### config.mk
export PLATFORM = sky130hd
export DESIGN_NAME = ball_motion
export DESIGN_NICKNAME = d
export VERILOG_FILES = /design/src/rtl/ball_motion.sv
export SDC_FILE = /design/constraint.sdc
export NUM_CORES = 1
export LEC_CHECK = 0
export BUFFER_PORTS_ARGS = -buffer_cell sky130_fd_sc_hd__buf_2
export CAP_MARGIN = 10
export CORE_UTILIZATION = 51
export DETAILED_ROUTE_END_ITERATION = 8
export HOLD_SLACK_MARGIN = 0.1
export PLACE_DENSITY = 0.74
export SETUP_SLACK_MARGIN = 0.4
export SLEW_MARGIN = 0
export SYNTH_ARGS = -nofsm -noshare
export SYNTH_HDL_FRONTEND = slang
export SYNTH_SLANG_ARGS = --single-unit
export TNS_END_PERCENT = 30
### constraint.sdc
create_clock -name clk -period 8.6 [get_ports clk]
set_clock_uncertainty 0.1 [all_clocks]
set_input_delay 1.72 -clock clk [delete_from_list [all_inputs] [get_ports clk]]
set_output_delay 1.72 -clock clk [all_outputs]
set_load 0.02 [all_outputs]
### src/rtl/ball_motion.sv
// Per-ball kinematics: latches collision/strike events between frame ticks,
// applies saturation and friction to the velocity, and integrates a
// fixed-point position that is clamped to the legal play area.
module ball_motion #(
    parameter int FRAC      = 4,
    parameter int INIT_X    = 100,
    parameter int INIT_Y    = 200,
    parameter int MIN_X     = 0,
    parameter int MIN_Y     = 0,
    parameter int MAX_X     = 608,
    parameter int MAX_Y     = 448,
    parameter int FRICTION  = 1,
    parameter int MAX_SPEED = 255
) (
    input  logic               clk,
    input  logic               resetN,
    input  logic               startOfFrame,
    input  logic               collisionOccurred,
    input  logic signed [10:0] velXIn,
    input  logic signed [10:0] velYIn,
    input  logic               hitValid,
    input  logic signed [10:0] hitVelX,
    input  logic signed [10:0] hitVelY,
    output logic               hitReady,
    input  logic               holeDR,
    input  logic               respawn,
    output logic signed [10:0] topLeftX,
    output logic signed [10:0] topLeftY,
    output logic signed [10:0] velX,
    output logic signed [10:0] velY,
    output logic               moving,
    output logic               sunk
);

    localparam int PW = 11 + FRAC;

    localparam logic signed [10:0] MAX_V  = 11'(MAX_SPEED);
    localparam logic signed [10:0] FRIC_V = 11'(FRICTION);

    localparam logic signed [PW-1:0] INIT_PX = PW'(INIT_X * (2 ** FRAC));
    localparam logic signed [PW-1:0] INIT_PY = PW'(INIT_Y * (2 ** FRAC));

    localparam logic signed [PW:0] LO_X = (PW + 1)'(MIN_X * (2 ** FRAC));
    localparam logic signed [PW:0] LO_Y = (PW + 1)'(MIN_Y * (2 ** FRAC));
    localparam logic signed [PW:0] HI_X = (PW + 1)'(MAX_X * (2 ** FRAC));
    localparam logic signed [PW:0] HI_Y = (PW + 1)'(MAX_Y * (2 ** FRAC));

    typedef enum logic [1:0] {
        IDLE   = 2'd0,
        MOVING = 2'd1,
        SUNK   = 2'd2
    } state_t;

    state_t             state_q, state_d;
    logic signed [PW-1:0] pos_x_q, pos_x_d, pos_y_q, pos_y_d;
    logic signed [10:0] vel_x_q, vel_x_d, vel_y_q, vel_y_d;
    logic               col_pend_q, col_pend_d, hit_pend_q, hit_pend_d;
    logic signed [10:0] col_vx_q, col_vx_d, col_vy_q, col_vy_d;
    logic signed [10:0] hit_vx_q, hit_vx_d, hit_vy_q, hit_vy_d;

    logic               hit_accept;
    logic signed [10:0] v0_x, v0_y, v2_x, v2_y;
    logic [PW:0]        step_x, step_y;

    // Saturate to +/-MAX_SPEED, then bleed FRICTION toward zero without overshoot.
    function automatic logic signed [10:0] sat_fric(input logic signed [10:0] v);
        logic signed [10:0] s;
        if (v > MAX_V)        s = MAX_V;
        else if (v < -MAX_V)  s = -MAX_V;
        else                  s = v;
        if (s <= FRIC_V && s >= -FRIC_V) sat_fric = 11'sd0;
        else if (s > 11'sd0)             sat_fric = s - FRIC_V;
        else                             sat_fric = s + FRIC_V;
    endfunction

    // Returns {clamped, new_pos}; the sum is one bit wider so it cannot wrap.
    function automatic logic [PW:0] integrate(input logic signed [PW-1:0] p,
                                             input logic signed [10:0]   v,
                                             input logic signed [PW:0]   lo,
                                             input logic signed [PW:0]   hi);
        logic signed [PW:0] sum;
        sum = (PW + 1)'(p) + (PW + 1)'(v);
        if (sum < lo)      integrate = {1'b1, lo[PW-1:0]};
        else if (sum > hi) integrate = {1'b1, hi[PW-1:0]};
        else               integrate = {1'b0, sum[PW-1:0]};
    endfunction

    // Next-state logic: hole > respawn > collision > strike, then the frame update.
    always_comb begin
        state_d    = state_q;
        pos_x_d    = pos_x_q;
        pos_y_d    = pos_y_q;
        vel_x_d    = vel_x_q;
        vel_y_d    = vel_y_q;
        col_pend_d = col_pend_q;
        col_vx_d   = col_vx_q;
        col_vy_d   = col_vy_q;
        hit_pend_d = hit_pend_q;
        hit_vx_d   = hit_vx_q;
        hit_vy_d   = hit_vy_q;
        v0_x       = vel_x_q;
        v0_y       = vel_y_q;
        v2_x       = 11'sd0;
        v2_y       = 11'sd0;
        step_x     = '0;
        step_y     = '0;
        hit_accept = hitValid && (state_q == IDLE) && !collisionOccurred;

        if (state_q != SUNK && holeDR) begin
            state_d    = SUNK;
            vel_x_d    = 11'sd0;
            vel_y_d    = 11'sd0;
            col_pend_d = 1'b0;
            hit_pend_d = 1'b0;
        end else if (state_q == SUNK) begin
            if (respawn) begin
                state_d    = IDLE;
                pos_x_d    = INIT_PX;
                pos_y_d    = INIT_PY;
                vel_x_d    = 11'sd0;
                vel_y_d    = 11'sd0;
                col_pend_d = 1'b0;
                hit_pend_d = 1'b0;
            end
        end else begin
            if (collisionOccurred) begin
                col_pend_d = 1'b1;
                col_vx_d   = velXIn;
                col_vy_d   = velYIn;
                if (state_q == IDLE && (velXIn != 11'sd0 || velYIn != 11'sd0))
                    state_d = MOVING;
            end
            if (hit_accept) begin
                hit_pend_d = 1'b1;
                hit_vx_d   = hitVelX;
                hit_vy_d   = hitVelY;
                state_d    = MOVING;
            end
            if (startOfFrame) begin
                if (col_pend_d) begin
                    v0_x = col_vx_d;
                    v0_y = col_vy_d;
                end else if (hit_pend_d) begin
                    v0_x = hit_vx_d;
                    v0_y = hit_vy_d;
                end
                v2_x    = sat_fric(v0_x);
                v2_y    = sat_fric(v0_y);
                step_x  = integrate(pos_x_q, v2_x, LO_X, HI_X);
                step_y  = integrate(pos_y_q, v2_y, LO_Y, HI_Y);
                pos_x_d = step_x[PW-1:0];
                pos_y_d = step_y[PW-1:0];
                vel_x_d = step_x[PW] ? 11'sd0 : v2_x;
                vel_y_d = step_y[PW] ? 11'sd0 : v2_y;
                col_pend_d = 1'b0;
                hit_pend_d = 1'b0;
                state_d = (vel_x_d != 11'sd0 || vel_y_d != 11'sd0) ? MOVING : IDLE;
            end
        end
    end

    // State and datapath registers with synchronous reset to the spawn point.
    always_ff @(posedge clk) begin
        if (resetN) begin
            state_q    <= IDLE;
            pos_x_q    <= INIT_PX;
            pos_y_q    <= INIT_PY;
            vel_x_q    <= 11'sd0;
            vel_y_q    <= 11'sd0;
            col_pend_q <= 1'b0;
            col_vx_q   <= 11'sd0;
            col_vy_q   <= 11'sd0;
            hit_pend_q <= 1'b0;
            hit_vx_q   <= 11'sd0;
            hit_vy_q   <= 11'sd0;
        end else begin
            state_q    <= state_d;
            pos_x_q    <= pos_x_d;
            pos_y_q    <= pos_y_d;
            vel_x_q    <= vel_x_d;
            vel_y_q    <= vel_y_d;
            col_pend_q <= col_pend_d;
            col_vx_q   <= col_vx_d;
            col_vy_q   <= col_vy_d;
            hit_pend_q <= hit_pend_d;
            hit_vx_q   <= hit_vx_d;
            hit_vy_q   <= hit_vy_d;
        end
    end

    assign topLeftX = pos_x_q[PW-1:FRAC];
    assign topLeftY = pos_y_q[PW-1:FRAC];
    assign velX     = vel_x_q;
    assign velY     = vel_y_q;
    assign moving   = (state_q == MOVING);
    assign sunk     = (state_q == SUNK);
    assign hitReady = (state_q == IDLE);

endmodule

Word level (Yosys, flattened, before mapping)
Index checks and enable logic that the tools add are counted.

operators by class
  $add $sub $neg = 6
  order comparisons = 14
  equal/unequal tests = 5
  mux-type cells = 76
  bitwise gates (word level) = 2
  reduce and logical (&&, ||, !) cells = 25

operator list
  operator                                                         count
  two-way mux 11 bit                                               41
  two-way mux 16 bit                                               10
  two-way mux 15 bit                                               6
  nonzero test 11 bit                                              4
  adder 15 x 11 -> 16 bit                                          2
  less-than comparator 16 x 1 -> 1 bit, second input constant      2
  adder 11 x 2 -> 11 bit, second input constant                    2
  >= comparator 11 x 1 -> 1 bit, second input constant             2
  greater-than comparator 11 x 1 -> 1 bit, second input constant   2
  greater-than comparator 11 x 9 -> 1 bit, second input constant   2
  less-or-equal comparator 11 x 2 -> 1 bit, second input constant  2
  less-than comparator 11 x 9 -> 1 bit, second input constant      2
  subtractor 11 x 2 -> 11 bit, second input constant               2
  greater-than comparator 16 x 14 -> 1 bit, second input constant  1
  greater-than comparator 16 x 15 -> 1 bit, second input constant  1
  two-way mux 2 bit                                                7
  two-way mux 1 bit                                                12
  nonzero test 5 bit                                               2
  AND reduction 3 bit                                              3
  nonzero test 4 bit                                               2
  logical AND 1 bit                                                6
  inequality test 2 bit, second input constant                     2
  AND reduction 2 bit                                              2
  inequality test 3 x 2 -> 1 bit, second input constant            1
  8 further kinds                                                  10

storage, ports and cells
  register bits after elaboration = 100
  input bits = 51
  output and inout bits = 47
  word-level logic and storage cells = 140

Depth between registers and ports, before layout
  depth after elaboration = 37
  gate-level depth with buffers = 35

Worst setup path after synthesis
Ideal clock, no wire load.

  kind = input to register
  start point = input collisionOccurred
  end point = register pos_x_q[12]
  data arrival time = 8.492 ns
  required time = 8.441 ns
  setup slack = -0.051 ns
  cell stages on the path = 30
  cells stage by stage = buf_6 or4b_1 buf_2 buf_6 buf_6 nor4_1 a41oi_1 o21ai_0 o21ai_0 o21ai_0 ha_1 or3_1 or3_1 o211ai_1 and2_1 nand2_1 o31ai_2 nor2_1 ha_1 fa_1 a211oi_1 nor3_1 o41ai_1 a21boi_0 a221oi_1 xnor2_1 o41a_1 nor4_1 buf_2 a22o_1

on the way
  word-level cells in the longest chain between the ends = 31
  elaborated cells on any way between the ends = 43
  those cells by class = 3 x add/sub; 7 x order compare; 30 x mux; 3 x reduce/logical

RTL lines
  what                                      RTL line  RTL
  start: declaration                        18        input logic collisionOccurred,
  zero test 1 bit                           107       hit_accept = hitValid && (state_q == IDLE) && !collisionOccurred;
  logical AND 1 bit                         107
  two-way mux 1 bit                         133       if (hit_accept) begin
  two-way mux 1 bit                         115       end else if (state_q == SUNK) begin
  two-way mux 1 bit                         109       if (state_q != SUNK && holeDR) begin
  two-way mux 11 bit                        143       end else if (hit_pend_d) begin
  two-way mux 11 bit (*)                    140       if (col_pend_d) begin
  two-way mux 11 bit (*)                    139       if (startOfFrame) begin
  [... 15 more ...]                         --
  greater-than comparator 16 x 15 -> 1 bit  84        else if (sum > hi) integrate = {1'b1, hi[PW-1:0]};
  two-way mux 16 bit                        84
  two-way mux 16 bit (*)                    83        if (sum < lo) integrate = {1'b1, lo[PW-1:0]};
  two-way mux 16 bit (*)                    139
  two-way mux 16 bit (*)                    115
  two-way mux 16 bit (*)                    109
  two-way mux 15 bit (*)                    139
  two-way mux 15 bit (*)                    115
  end signal: assignment                    178       pos_x_q <= pos_x_d;
  end: declaration                          55        logic signed [PW-1:0] pos_x_q, pos_x_d, pos_y_q, pos_y_d;

Every way passes the cells marked *; elsewhere a longest branch is shown, timed or not. The select of a mux whose other input is x is not followed.
A chain may end at the register's enable or synchronous reset.

Final worst setup path
  start point = input collisionOccurred
  end point = register pos_x_q[10]

Same word-level chain as after synthesis.

==> results by group <==
Outcome
  – Outcome: finished, final reports clean

Logic synthesis
  – Count of flip-flops with a built-in enable after synthesis: 0
  – Cells taking the most area after synthesis: sky130_fd_sc_hd__dfxtp_1 25%, sky130_fd_sc_hd__nand2_1 6.6%, sky130_fd_sc_hd__ha_1 6.3%, sky130_fd_sc_hd__a21oi_1 4.9%, sky130_fd_sc_hd__nor2_1 4.5%
  – Area share of the largest cell type after synthesis: 25.0%
  – Count of unique library cells instantiated by Yosys: 83
  – Combined area of all synthesized cells: 8000 sq um
  – Number of warning messages in the yosys log: 0
  – Average size of a mapped cell: 7.65 sq um
  – Number of synthesized register bits: 100
  – Async set-or-reset flop fraction in the synthesized netlist: 0%
  – Synth Instances: 1045
  – Synth Flop Type: sky130_fd_sc_hd__dfxtp_1
  – Library cell occupying the most area in the post-synthesis netlist: sky130_fd_sc_hd__dfxtp_1
  – Sequential share of the synthesized area: 25.0%
  – Total nets after synthesis: 1138

Drt
  – Routed wire length: 26.4 mm
  – Via density per instance: 6.23
  – WL per Instance: 18.9 um
  – DRC violation count after routing: 0
  – Starting DRT DRC Count: 891
  – Drt first pass iters: 6
  – Detailed-route via count: 8712
  – Antenna-violating nets left: 0

Global route
  – Antenna violations before repair: 0
  – Aggregate global routing overflow: 0
  – Total GRT Usage: 30.4%
  – Number of global-route vias before repair: 7819
  – Wire length of the first global-routing pass: 39.4 mm
  – Maximum number of pins on one net before global-route repair: 56

Setup path
  – Worst setup EP type: register
  – WP data arrival: 8.44 ns
  – Launch point of the critical path: collisionOccurred
  – CP Launch Type: primary input
  – Critical path data required time: 8.75 ns
  – Reg2Reg Launch Point: hit_pend_q
  – Worst reg-to-reg setup slack: 1.21 ns
  – Crit Path Max Fanout: 6
  – Type of the worst setup path: in -> reg

STA
  – Final count of pins violating max slew: 0
  – Slew at the pin closest to its max-slew limit: 0.906 ns
  – RSZ-0062 raised after global routing: yes
  – Max-slew headroom at the worst pin: 39.4%
  – Number of hold violations in the final report: 0
  – Share of the cycle needed by the critical path after routing: 96.4%
  – Total negative slack for setup checks: 0 ns
  – Period minus WS final: 8.29 ns
  – Total setup violations reported at the end of the flow: 0
  – WHS: 0.354 ns
  – Maximum frequency from static timing analysis: 121 MHz

Placed design
  – Count of buffers inserted at the top-level ports: 97
  – Sum of net half-perimeters after detailed placement: 18.7 mm
  – Routability-driven placement congestion ratio: 0.959
  – Post-detailed-placement cell area: 8930 sq um

Floorplan
  – Horizontal die dimension: 127 um
  – DIE AREA: 16200 sq um
  – CORE AREA: 15300 sq um
  – Die H: 127 um
  – Initial standard-cell utilization of the core: 52.4%
  – Number of top-level pins: 98
  – Standard-cell row count: 45

Min path
  – Source of the worst hold timing path: hit_vx_q[10]
  – Worst min-delay path class: reg -> reg

Final layout
  – Synthesis-to-finish area growth: 28.1%
  – Antenna fix cells: 0
  – Share of post-route cells with drive strength above 1: 30.4%
  – Final core utilization: 67.2%
  – Number of nets in the final layout: 1277
  – Area of all placed cells without fillers: 10200 sq um
  – Reg area: 2000 sq um
  – Count of filler cells inserted in the layout: 1290
  – Area taken by multi-input logic gates: 6180 sq um

Clock tree
  – Number of H-tree levels: 3
  – Number of clock buffers inserted by TritonCTS: 9
  – Clock transition at path regs: 0.07 ns
  – Maximum root-to-sink buffer count: 2
  – Clock network latency to the later pin of the worst-skew pair: 0.36 ns
  – Count of clock tree sinks: 100
  – CTS root buf: sky130_fd_sc_hd__clkbuf_16
  – TritonCTS clock tree: done

Pwr
  – Peak supply drop: 0.118 mV
  – Static leakage power: 0.00425 uW
  – Power Total: 2110 uW
  – P per Cell Area: 206 nW/um^2

Flow run
  – Max cap viols: 0
[metrics by stage]
step           cells  setup WS, ns
2_1_floorplan   1045         0.384
6_report        1399         0.310
4_1_cts         1362         0.399
3_3_place_gp    1341        -0.102
3_5_place_dp    1341        -0.196
5_1_grt         1399         0.147
[final cells by class]
type,instances,area share (%)
multi-input cells,841,60.3
flip-flops and latches,100,19.5
repair buffers,202,13.6
well taps,211,2.58
clock buffers,9,2.20
inverters,29,1.10
clock inverters,6,0.647
repair inverters,1,0.0733
[kinds of logic after synthesis]
| group | Yosys count | share of synthesized area (%) |
|---|---|---|
| flip-flops | 100 | 25.0 |
| XOR/XNOR | 31 | 3.39 |
| AO/OA/AOI/OAI | 305 | 27.1 |
| AND/OR/NAND/NOR | 421 | 25.7 |
| adder cells (fa/ha/maj) | 42 | 6.76 |
| buffers and inverters | 104 | 6.54 |
| multiplexers | 42 | 5.43 |
[placed cells by master, fill, tap and decap left out, drive strengths merged, types with 6 or more instances in the layout]
cell type	n
a31o	9
and3	14
o21bai	10
mux2	11
nand3	25
a21oi	78
a22oi	6
o211ai	9
xor2	12
or2	6
inv	27
ha	40
a211oi	18
nor3	31
or3	12
nor2	95
nor2b	13
nor4	19
dfxtp	100
o21ai	41
nand2	141
and4	6
a21o	23
and2	9
nand4	21
buf	199
clkbuf	12
o311a	8
a22o	24
o22ai	8
a31oi	12
mux2i	31
xnor2	19
nand2b	11
[flip-flops by register name, summed over array words and instances, names as in the netlist]
signal      cells
hit_pend_q      1
col_vy_q       11
pos_y_q        15
velY           11
velX           11
hit_vy_q       11
state_q         2
pos_x_q        15
hit_vx_q       11
col_vx_q       11
col_pend_q      1
[power by group]
part	total (uW)	internal [uW]	switching, uW
sequential	528	494	34.0
combinational	1170	517	654
clock	412	224	188
[critical path, cell delays in order]
cell,delay [ns]
sky130_fd_sc_hd__buf_2,0.12
sky130_fd_sc_hd__or4b_4,0.60
sky130_fd_sc_hd__buf_12,0.18
sky130_fd_sc_hd__o311a_1,0.31
sky130_fd_sc_hd__and3_4,0.19
sky130_fd_sc_hd__o21ai_1,0.08
sky130_fd_sc_hd__ha_2,0.32
sky130_fd_sc_hd__or3_4,0.34
sky130_fd_sc_hd__or3_1,0.32
sky130_fd_sc_hd__o211ai_1,0.17
sky130_fd_sc_hd__buf_4,0.21
sky130_fd_sc_hd__and2_4,0.15
sky130_fd_sc_hd__nand2_1,0.08
sky130_fd_sc_hd__o31ai_4,0.32
sky130_fd_sc_hd__nor2_2,0.08
sky130_fd_sc_hd__ha_2,0.21
sky130_fd_sc_hd__fa_2,0.41
sky130_fd_sc_hd__a211oi_4,0.30
sky130_fd_sc_hd__o21bai_1,0.11
sky130_fd_sc_hd__a21oi_1,0.20
sky130_fd_sc_hd__xor2_1,0.30
sky130_fd_sc_hd__nand4_1,0.16
sky130_fd_sc_hd__o311a_1,0.31
sky130_fd_sc_hd__o41a_1,0.48
sky130_fd_sc_hd__buf_6,0.15
sky130_fd_sc_hd__or3_1,0.30
sky130_fd_sc_hd__a221o_1,0.31
[cell usage after synthesis, drive strengths merged, types with 21 or more instances]
library cell  count
o21ai            41
nor3             31
nand4            21
inv              28
nor2             95
clkbuf           36
mux2i            31
a21oi            78
buf              39
dfxtp           100
nand2           141
ha               40
a21o             23
nand3            25
a22o             24
[per-layer routing]
metal  vias to the layer above  part of all wire [%]  track usage (%)
li1                       4139                     -                -
met1                      4147                    45             42.0
met2                       365                    46             48.3
met3                        61                   6.3             4.10
met4                         0                   2.7             10.9
met5                         -                     0                0
[timing repair]
item	in CTS	in global routing
cloned	1	4
hold buffers	0	0
resized for setup	12	135
endpoints found under the setup margin	37	50
pin swaps	2	56
setup buffers	5	33
[worst paths after layout]
kind                            cells after the start      endpoint
worst max-delay path                               27   pos_x_q[10]
worst min-delay path                                2  hit_vx_q[10]
worst max register to register                     27   pos_x_q[10]
worst min register to register                      2  hit_vx_q[10]
No activity file was read; power rests on OpenSTA's default activity.
